===== config.mk =====
export PLATFORM = sky130hd
export DESIGN_NAME = alu_nibble_seq
export DESIGN_NICKNAME = d
export VERILOG_FILES = /design/src/rtl/alu_seq_pkg.sv /design/src/rtl/alu4_slice.sv /design/src/rtl/alu_nibble_seq.sv
export SDC_FILE = /design/constraint.sdc
export NUM_CORES = 1
export LEC_CHECK = 0
export CAP_MARGIN = 5
export CELL_PAD_IN_SITES_DETAIL_PLACEMENT = 0
export CELL_PAD_IN_SITES_GLOBAL_PLACEMENT = 1
export CORE_ASPECT_RATIO = 1.1
export CORE_MARGIN = 1
export CORE_UTILIZATION = 44
export CTS_BUF_LIST = sky130_fd_sc_hd__clkbuf_8
export DETAILED_ROUTE_END_ITERATION = 10
export HOLD_SLACK_MARGIN = 0.08
export PLACE_DENSITY_LB_ADDON = 0.05
export SKIP_CTS_REPAIR_TIMING = 1
export SYNTH_ARGS = -nofsm -noshare
export SYNTH_HDL_FRONTEND = slang
export SYNTH_SLANG_ARGS = --single-unit

===== constraint.sdc =====
create_clock -name clk -period 4.93 [get_ports clk]
set_input_delay 0.493 -clock clk [delete_from_list [all_inputs] [get_ports clk]]
set_output_delay 0.493 -clock clk [all_outputs]
set_load 0.02 [all_outputs]

===== src/rtl/alu_seq_pkg.sv =====
// rtl/alu_seq_pkg.sv - shared constants for the nibble-serial add/subtract sequencer
// State encoding, operation codes, slice width and the signed-overflow helper.
package alu_seq_pkg;

    localparam int NIBBLE_W = 4;

    localparam logic [1:0] IDLE = 2'd0;
    localparam logic [1:0] RUN  = 2'd1;
    localparam logic [1:0] DONE = 2'd2;

    localparam logic OP_ADD = 1'b0;
    localparam logic OP_SUB = 1'b1;

    // Overflow from operand/result sign bits only, so it needs no wide adder.
    function automatic logic signed_ovf(input logic op, input logic sa,
                                        input logic sb, input logic sr);
        if (op == OP_ADD) begin
            return (sa == sb) && (sr != sa);
        end
        return (sa != sb) && (sr != sa);
    endfunction

endpackage


===== src/rtl/alu4_slice.sv =====
// rtl/alu4_slice.sv - combinational 4-bit add/subtract slice with carry/borrow chaining
// c4 is the carry-out when adding and the borrow-out when subtracting.
module alu4_slice
    import alu_seq_pkg::*;
(
    input  logic [NIBBLE_W-1:0] a,
    input  logic [NIBBLE_W-1:0] b,
    input  logic                c0,
    input  logic                as,
    output logic [NIBBLE_W-1:0] f,
    output logic                c4
);

    logic [NIBBLE_W:0] w_sum;
    logic [NIBBLE_W:0] w_a_ext;
    logic [NIBBLE_W:0] w_b_ext;
    logic [NIBBLE_W:0] w_c_ext;

    assign w_a_ext = {1'b0, a};
    assign w_b_ext = {1'b0, b};
    assign w_c_ext = {{NIBBLE_W{1'b0}}, c0};

    // Subtraction wraps in 5 bits, so bit 4 set means a borrow was needed.
    always_comb begin
        w_sum = '0;
        if (as == OP_SUB) begin
            w_sum = w_a_ext - w_b_ext - w_c_ext;
        end else begin
            w_sum = w_a_ext + w_b_ext + w_c_ext;
        end
    end

    assign f  = w_sum[NIBBLE_W-1:0];
    assign c4 = w_sum[NIBBLE_W];

endmodule


===== src/rtl/alu_nibble_seq.sv =====
// rtl/alu_nibble_seq.sv - wide add/subtract done one nibble per clock on a single 4-bit slice
// Optional signed overflow flag enabled by defining SEQ_OVF_EN; otherwise ovf is tied low.
module alu_nibble_seq
    import alu_seq_pkg::*;
#(
    parameter int NIBBLES = 4
) (
    input  logic                    clk,
    input  logic                    rst,
    input  logic                    start,
    input  logic                    op_as,
    input  logic [4*NIBBLES-1:0]    a,
    input  logic [4*NIBBLES-1:0]    b,
    input  logic                    cin,
    output logic                    busy,
    output logic                    done,
    output logic [4*NIBBLES-1:0]    result,
    output logic                    cf,
    output logic                    zf,
    output logic                    ovf
);

    localparam int W     = NIBBLE_W * NIBBLES;
    localparam int IDX_W = (NIBBLES > 1) ? $clog2(NIBBLES) : 1;
    localparam logic [IDX_W-1:0] LAST_IDX = IDX_W'(NIBBLES - 1);

    logic [1:0]          r_state;
    logic [IDX_W-1:0]    r_idx;
    logic [W-1:0]        r_a;
    logic [W-1:0]        r_b;
    logic                r_op;
    logic                r_chain;
    logic [W-1:0]        r_stage;
    logic [W-1:0]        r_result;
    logic                r_cf;
    logic                r_zf;

    logic                w_accept;
    logic                w_last;
    logic [NIBBLE_W-1:0] w_a_nib;
    logic [NIBBLE_W-1:0] w_b_nib;
    logic [NIBBLE_W-1:0] w_f;
    logic                w_c4;
    logic [W-1:0]        w_word;

    assign w_accept = start && ((r_state == IDLE) || (r_state == DONE));
    assign w_last   = (r_state == RUN) && (r_idx == LAST_IDX);

    assign w_a_nib = r_a[r_idx*NIBBLE_W +: NIBBLE_W];
    assign w_b_nib = r_b[r_idx*NIBBLE_W +: NIBBLE_W];

    alu4_slice u_slice (
        .a  (w_a_nib),
        .b  (w_b_nib),
        .c0 (r_chain),
        .as (r_op),
        .f  (w_f),
        .c4 (w_c4)
    );

    // Staged word with the current nibble merged in; on the last nibble this is the result.
    always_comb begin
        w_word = r_stage;
        w_word[r_idx*NIBBLE_W +: NIBBLE_W] = w_f;
    end

    always_ff @(posedge clk) begin
        if (rst) begin
            r_state  <= IDLE;
            r_idx    <= '0;
            r_a      <= '0;
            r_b      <= '0;
            r_op     <= OP_ADD;
            r_chain  <= 1'b0;
            r_stage  <= '0;
            r_result <= '0;
            r_cf     <= 1'b0;
            r_zf     <= 1'b0;
        end else begin
            if (w_accept) begin
                r_a     <= a;
                r_b     <= b;
                r_op    <= op_as;
                r_chain <= cin;
                r_idx   <= '0;
                r_stage <= '0;
            end
            case (r_state)
                IDLE: begin
                    if (w_accept) begin
                        r_state <= RUN;
                    end
                end
                RUN: begin
                    r_stage <= w_word;
                    r_chain <= w_c4;
                    r_idx   <= r_idx + 1'b1;
                    if (w_last) begin
                        r_state  <= DONE;
                        r_result <= w_word;
                        r_cf     <= (r_op == OP_SUB) ? ~w_c4 : w_c4;
                        r_zf     <= (w_word == '0);
                    end
                end
                DONE: begin
                    r_state <= w_accept ? RUN : IDLE;
                end
                default: begin
                    r_state <= IDLE;
                end
            endcase
        end
    end

`ifdef SEQ_OVF_EN
    logic r_ovf;

    always_ff @(posedge clk) begin
        if (rst) begin
            r_ovf <= 1'b0;
        end else if (w_last) begin
            r_ovf <= signed_ovf(r_op, r_a[W-1], r_b[W-1], w_word[W-1]);
        end
    end

    assign ovf = r_ovf;
`else
    assign ovf = 1'b0;
`endif

    assign busy   = (r_state == RUN);
    assign done   = (r_state == DONE);
    assign result = r_result;
    assign cf     = r_cf;
    assign zf     = r_zf;

endmodule


Word-level counts from Yosys, hierarchy flattened
Index checks and enable logic that the tools add are counted.
{ "totals": {"word_cells": 47, "output_inout_bits": 21, "in_bits": 37, "reg_bits": 72} }
{ "op_classes": {"bitwise": 1, "eq_ne": 5, "n_reduce_logical": 8, "shift": 4, "n_addsub": 6, "mux": 13} }
{ "ops": {"columns": ["operator", "count"], "rows": [
  ["negation 4 -> 34 bit", 1],
  ["variable shift 4 x 34 -> 16 bit, first input constant", 1],
  ["indexed part select 4 x 34 -> 16 bit", 1],
  ["2-to-1 mux 16 bit", 2],
  ["indexed part select 16 x 5 -> 4 bit", 2],
  ["bitwise mux 16 bit", 1],
  ["zero test 16 bit", 1],
  ["2-to-1 mux 2 bit", 4],
  ["one-hot mux 2 bit (3 select lines)", 1],
  ["adder 4 x 4 -> 5 bit", 1],
  ["adder 5 x 1 -> 5 bit", 1],
  ["2-to-1 mux 5 bit", 1],
  ["subtractor 4 x 4 -> 5 bit", 1],
  ["subtractor 5 x 1 -> 5 bit", 1],
  ["== test 2 bit, second input constant", 2],
  ["2-to-1 mux 1 bit", 4],
  ["AND reduction 2 bit", 2],
  ["adder 2 x 1 -> 2 bit, second input constant", 1],
  ["== test 2 x 1 -> 1 bit, second input constant", 1],
  ["logical AND 1 bit", 2],
  ["zero test 2 bit", 1],
  ["!= test 2 x 1 -> 1 bit, second input constant", 1],
  ["!= test 2 bit, second input constant", 1],
  ["nonzero test 2 bit", 1],
  ["other kinds (2)", 2]
]} }

Depth between registers and ports, before layout
Gate-level depths: netlist of run 1.
{ "logic_depth": {"depth_word": 7, "mapped_depth": 13, "ltp_nobuf": 10} }

Hierarchy
A second synthesis of run 1 with hierarchy kept.
{ "hier_totals": {"cells_unflattened": 411, "area_unflattened_um2": 3439.5} }
{ "modules_own_cells": {"columns": ["mod", "area_per_inst_um2", "seq_area_each_um2", "instances", "cells_per_inst"], "rows": [
  ["alu_nibble_seq", 3095.5, 1441.4, 1, 370],
  ["alu4_slice", 344.1, 0.0, 1, 41]
]} }

Worst setup path after synthesis of run 1
No wires, ideal clock.
{ "synth_path": {"path_kind": "flip-flop to flip-flop", "startpoint": "register r_idx[0]", "endpoint": "register r_stage[3]", "setup_time_ns": 0.083, "path_stages_with_launch": 12, "period_less_slack_ns": 2.991, "slack_ns": 1.939, "path_buffers": 3, "required_ns": 4.847, "arrival_ns": 2.908, "cell_sequence": "dfxtp_1 buf_6 buf_4 mux4_2 fa_1 ha_1 nand2_1 nor3_2 and4bb_1 and2_4 buf_6 o31ai_4"} }
{ "synth_between": {"elab_chain_len": 7, "elab_cells_between_ends": 12, "classes_between": "add/sub: 5; shift: 4; mux: 3"} }
{ "synth_lines": {"columns": ["item", "line", "text"], "rows": [
  ["from (decl)", "alu_nibble_seq.sv:28", "logic [IDX_W-1:0] r_idx;"],
  ["from (signal assigned)", "alu_nibble_seq.sv:97", "r_idx <= r_idx + 1'b1;"],
  ["indexed part select 16 x 5 -> 4 bit (on tied branches)", "alu_nibble_seq.sv:49, alu_nibble_seq.sv:50", null],
  ["adder 4 x 4 -> 5 bit / subtractor 4 x 4 -> 5 bit (equally long branches)", "alu4_slice.sv:29, alu4_slice.sv:27", null],
  ["adder 5 x 1 -> 5 bit / subtractor 5 x 1 -> 5 bit (equally long branches)", "alu4_slice.sv:29, alu4_slice.sv:27", null],
  ["2-to-1 mux 5 bit", "alu4_slice.sv:26", "if (as == OP_SUB) begin"],
  ["indexed part select 4 x 34 -> 16 bit", "alu_nibble_seq.sv:64", "w_word[r_idx*NIBBLE_W +: NIBBLE_W] = w_f;"],
  ["bitwise mux 16 bit *", "alu_nibble_seq.sv:64", null],
  ["2-to-1 mux 16 bit *", "alu_nibble_seq.sv:88", "case (r_state)"],
  ["to (signal assigned)", "alu_nibble_seq.sv:95", "r_stage <= w_word;"],
  ["to (decl)", "alu_nibble_seq.sv:33", "logic [W-1:0] r_stage;"]
]} }
Mark *: on every way between the ends. The rest lies on a longest branch, timed or not.
A chain may end at the register's enable or synchronous reset.

Worst setup path after layout of run 1
{ "layout_path": {"startpoint": "register r_idx[1]", "endpoint": "register r_stage[1]"} }
The elaborated chain is that of the path after synthesis.

==> flow_summary.toml, run 1 <==
[synth]
syn-num-nets = 484
ys_ff_latch = 72
synthDistinctLibCells = 49
synth-main-ff-cell = "dfxtp_1"
synth_edf_count = 0
syn_area_sq_mm = 0.003573
synth.most_common_cell = "nand2_1"
seq_area_frac_synth_pct = 40.34
synth.area.top_cells = "dfxtp_1 (40%), nand2_1 (9.8%), a21oi_1 (7.6%)"
synth_top_area_share_pct = 40.34
synth_cells = 430
synth_area_leader_cell = "dfxtp_1"
netlist_top_cells_count = "nand2_1 (93), dfxtp_1 (72), a21oi_1 (54)"
syn_avg_cell_area_sq_um = 8.310
yosysWarnings = 0
async_reset_ff_share_pct = 0

[setup_path]
start_kind = "flop"
crit_fanout = 16
crit_arrival_ns = 3.45
end_kind = "flop"
critPathRequiredTime_ns = 5.22
crit_type = "reg -> reg"

[floorplanning]
die_h_microns = 96.52
rows = 34
start_util_pct = 45.41
io_pins = 58
die_area_sq_mm = 0.008487
die_w_microns = 87.93
core_sq_mm = 0.007870

[timing]
grt_setup_unrepaired = "false"
final-setup-viol-count = 0
period_share_pct = 64.20
maxSlewViolCount = 0
maxSlewHeadroom_pct = 29.27
tightest_slew_ns = 1.057
skew_ns = 0.01297
hold_viol = 0
fmax_mhz = 315.9
fin_crit_ns = 3.165
fin_tns_setup_ns = 0

[global_routing]
overflow = 0
antenna_found_initial = 0
grt_max_degree = 40
grt_usage_pct = 22.15
grt_first_pass_wirelength_microns = 13990
grt_pass1_vias = 2867

[detailed_routing]
detail_route.wl_per_cell_microns = 14.62
drt-vias-per-instance = 5.299
dr_total_vias = 3105
drc = 0
firstDrtPassIters = 4
ant_nets = 0
wl_microns = 8567
drt_iter0_markers = 96

[layout]
drive_gt1_share_pct = 8.368
nNetsFinal = 527
multi_input_area_sq_mm = 0.001932
seq_area_sq_mm = 0.001441
finalInstanceArea_sq_mm = 0.004400
area_growth_pct = 23.14
num_antenna_cells = 0
n_fill_cell = 772

[placement]
place_area_sq_mm = 0.004169
dp_hpwl_microns = 6202
io_buffers = 56
gp_congestion = 0.8544

[run_status]
status = "finished, final reports clean"

[cts]
clock-sinks = 72
cts_root_buffer = "clkbuf_8"
clk-insertion-delay-late_ns = 0.36
cts_max_path_buffers = 2
h-tree-depth = 3
path_clk_slew_ns = 0.08
cts_tree = "done"
cts_made_buffers = 9

[pwr]
leakagePower_nw = 1.599
vdd_drop_max_mv = 0.1491
power.density_mw_per_mm2 = 314.1

[run]
cap_violations = 0

[hold_path]
hp-class = "reg -> reg"
cell families after synthesis:
group / count (synthesis) / synth area share, %
xor gates and xnor gates: 2 / 0.4903
buffers and inverters: 47 / 5.672
and+or+nand+nor: 172 / 21.46
other: 1 / 0.1049
adders and majority gates: 17 / 6.793
AOI/OAI and AO/OA: 108 / 19.26
muxes: 11 / 5.882
DFF: 72 / 40.34
stage by stage:
stage | cells | setup slack [ns] | hold slack (ns) | util (%) | power, mW
3_3_place_gp | 570 | 1.871 | 0.4426 | 52.97 | 0.8563
3_5_place_dp | 570 | 1.800 | 0.4446 | 52.97 | 0.8593
2_1_floorplan | 430 | 1.939 | 0.4331 | - | 0.7893
6_report | 586 | 1.765 | 0.4544 | 55.91 | 1.382
4_1_cts | 586 | 1.764 | 0.4546 | 55.91 | 1.393
5_1_grt | 586 | 1.602 | 0.4809 | 55.91 | 1.444
where the power goes:
| group | switching, mW | internal [mW] | total (mW) | leakage (nW) |
|---|---|---|---|---|
| registers | 0.0168 | 0.602 | 0.619 | 0.586 |
| logic | 0.129 | 0.0967 | 0.226 | 0.896 |
| clock network | 0.226 | 0.312 | 0.538 | 0.117 |
| total | 0.372 | 1.01 | 1.38 | 1.60 |
area by class of cell:
class                   instances  area share (%)
repair buffers                 61           13.48
multi-input cells             311           43.90
clock inverters                 5           1.820
inverters                      18           1.535
flip-flops and latches         72           32.76
clock buffers                  11           3.440
well taps                     108           3.071
per-layer routing:
layer	vias up	global-route usage (%)	wire [microns]
met2	80	37.92	4216
li1	1547	-	-
met1	1462	25.85	3746
met3	16	4.843	354
met5	-	0	0
met4	0	11.75	249
path summary, 6_finish.rpt:
kind                            from                      end  slack (ns)  depth (start not counted)
min reg2reg  result[13]$_SDFFE_PP0P_  result[13]$_SDFFE_PP0P_        0.45                          2
max            r_idx[1]$_SDFFE_PP0P_  r_stage[1]$_SDFFE_PP0P_        1.76                          8
max reg2reg    r_idx[1]$_SDFFE_PP0P_  r_stage[1]$_SDFFE_PP0P_        1.76                          8
min          result[13]$_SDFFE_PP0P_  result[13]$_SDFFE_PP0P_        0.45                          2
flip-flops by register name, indices dropped and copies added (netlist names):
register	cells
result	16
cf	1
r_stage	16
r_state	2
r_idx	2
r_a	16
r_chain	1
r_b	16
r_op	1
zf	1
cells in the final DEF (no fill, tap or decap), drive strengths merged, types with 5 or more instances in the layout:
| master | count |
|---|---|
| nor2b | 8 |
| mux4 | 7 |
| clkbuf | 11 |
| ha | 13 |
| nand2 | 93 |
| a21oi | 54 |
| nand2b | 6 |
| a22oi | 12 |
| a22o | 7 |
| a211oi | 5 |
| nor3 | 8 |
| o21ai | 8 |
| nor2 | 42 |
| buf | 6 |
| dfxtp | 72 |
| clkdlybuf4s50 | 55 |
| inv | 19 |
worst max-delay path, stage by stage (launching register included):
cell and delay (ns):
dfxtp_1 0.75, mux4_2 0.45, fa_1 0.43, inv_1 0.10, fa_1 0.41, a21oi_1 0.48, a31oi_1 0.21, a2bb2oi_1 0.16
nor2_1 0.11
Note: power is estimated with default switching activity, not from simulation.
==> inputs of run 2 (changes only) <==
--- a/config.mk
+++ b/config.mk
@@ -10,7 +10,7 @@
 export CELL_PAD_IN_SITES_GLOBAL_PLACEMENT = 1
 export CORE_ASPECT_RATIO = 1.1
 export CORE_MARGIN = 1
-export CORE_UTILIZATION = 44
+export CORE_UTILIZATION = 37
 export CTS_BUF_LIST = sky130_fd_sc_hd__clkbuf_8
 export DETAILED_ROUTE_END_ITERATION = 10
 export HOLD_SLACK_MARGIN = 0.08
==> constraint.sdc (replaced) <==
create_clock -name clk -period 2.6 [get_ports clk]
set_input_delay 0.26 -clock clk [delete_from_list [all_inputs] [get_ports clk]]
set_output_delay 0.26 -clock clk [all_outputs]
set_load 0.02 [all_outputs]
==> run 2 against run 1 <==
The flow now finishes with violations (setup timing). Sequential cell count stayed put. Setup slack got worse by 1.8 ns. First-iteration DRC count down 9.4%. Total power increased by 100%. Clock skew fell by 0.0038 ns. Clock power increased by 110%. Global-route usage down 1.9 points. Wire length grew 7.2%. Largest cell class unchanged.
==> flow_summary.toml, run 2 (synthesized netlist as in run 1, its figures left out) <==
[run_status]
violations = "setup timing"
status = "complete, but fails checks"

[timing]
period_share_pct = 102.3
grt_setup_unrepaired = "true"
fin_tns_setup_ns = -0.3363
fmax_mhz = 375.9
finalWorstSetupSlack_ns = -0.06054
maxSlewViolCount = 0
final-setup-viol-count = 13
skew_ns = 0.009166
maxSlewHeadroom_pct = 25.02
hold_viol = 0
fin_crit_ns = 2.661
tightest_slew_ns = 1.121

[setup_path]
start_kind = "flop"
critPathRequiredTime_ns = 2.87
rrSetupSlack_ns = -0.06
crit_fanout = 7
crit_arrival_ns = 2.93
crit_type = "reg -> reg"
end_kind = "flop"

[placement]
gp_congestion = 0.8298
dp_hpwl_microns = 6691
place_area_sq_mm = 0.004397
preCtsSetupSlack_ns = -0.1090
dp.cells = 597
io_buffers = 56

[global_routing]
grt_first_pass_wirelength_microns = 15530
grt_pass1_vias = 3206
grt_max_degree = 44
antenna_found_initial = 0
overflow = 0
grt_usage_pct = 20.20

[run]
cap_violations = 0

[layout]
area_growth_pct = 33.16
final_common_cell = "nand2_1"
num_antenna_cells = 0
nNetsFinal = 548
seq_area_sq_mm = 0.001445
fin_cells = 616
multi_input_area_sq_mm = 0.002068
finalInstanceArea_sq_mm = 0.004758
drive_gt1_share_pct = 18.24
n_fill_cell = 923
final_cell_mix = "nand2_1 (92), dfxtp_1 (71), clkdlybuf4s50_1 (55), a21oi_1 (46), nor2_1 (42)"

[pwr]
vdd_drop_max_mv = 0.2275
p_total_mw = 2.834
leakagePower_nw = 1.748
power.density_mw_per_mm2 = 595.5

[detailed_routing]
drt_iter0_markers = 87
firstDrtPassIters = 4
wl_microns = 9180
drt-vias-per-instance = 5.128
drc = 0
detail_route.wl_per_cell_microns = 14.90
ant_nets = 0
dr_total_vias = 3159

[cts]
h-tree-depth = 3
cts_root_buffer = "clkbuf_8"
cts_max_path_buffers = 2
clk-insertion-delay-late_ns = 0.35
clock-sinks = 72
path_clk_slew_ns = 0.08
cts_tree = "done"
cts_made_buffers = 9

[floorplanning]
die_h_microns = 105.1
die_area_sq_mm = 0.01006
core_sq_mm = 0.009351
rows = 37
start_util_pct = 38.21
io_pins = 58
die_w_microns = 95.70

[hold_path]
hp-class = "in -> reg"
-- run 2: cell count changes in the layout (fill, tap and decap cells not counted), moves of 4 or more --
cell,previous run,this run
buf_4,5,22
a21oi_1,54,46
a21oi_2,0,8
inv_1,18,14
-- run 2: cell type report --
type | instances | area share (%)
clock buffers | 11 | 3.182
clock inverters | 5 | 2.156
inverters | 18 | 1.473
multi-input cells | 311 | 43.47
flip-flops and latches | 72 | 30.37
well taps | 117 | 3.077
repair buffers | 82 | 16.28
-- run 2: where the power goes --
| part | total [mW] | internal, mW | switching [mW] |
|---|---|---|---|
| logic | 0.545 | 0.257 | 0.288 |
| registers | 1.17 | 1.14 | 0.0290 |
| clock network | 1.12 | 0.688 | 0.430 |
-- run 2: through the flow --
| stage | util, % | hold slack (ns) |
|---|---|---|
| 3_3_place_gp | 47.02 | 0.4422 |
| 3_5_place_dp | 47.02 | 0.4468 |
| 5_1_grt | 50.88 | 0.4428 |
| 4_1_cts | 49.73 | 0.4045 |
| 6_report | 50.88 | 0.4021 |
| 2_1_floorplan | - | 0.3960 |
-- run 2: critical path, stage by stage, from the launching register on --
cell	delay, ns
dfxtp_4	0.39
buf_6	0.12
mux4_2	0.54
ha_4	0.31
inv_4	0.04
ha_4	0.24
nand4bb_1	0.17
o22ai_1	0.14
and4bb_1	0.23
and2_4	0.21
o31ai_4	0.19
-- run 2: path summary, 6_finish.rpt --
path / startpoint / to / depth (start not counted)
max: r_idx[0]$_SDFFE_PP0P_ / r_stage[11]$_SDFFE_PP0P_ / 10
min: rst / r_state[0]$_SDFFE_PP0P_ / 2
max reg2reg: r_idx[0]$_SDFFE_PP0P_ / r_stage[11]$_SDFFE_PP0P_ / 10
min reg2reg: r_b[11]$_SDFFE_PP0P_ / r_b[11]$_SDFFE_PP0P_ / 2
-- run 2: metal layers --
layer	routed length, microns	vias up	GRT usage [%]
met4	260	0	8.422
met1	3899	1481	23.85
li1	-	1592	-
met2	4707	68	34.80
met5	0	-	0
met3	314	18	4.221
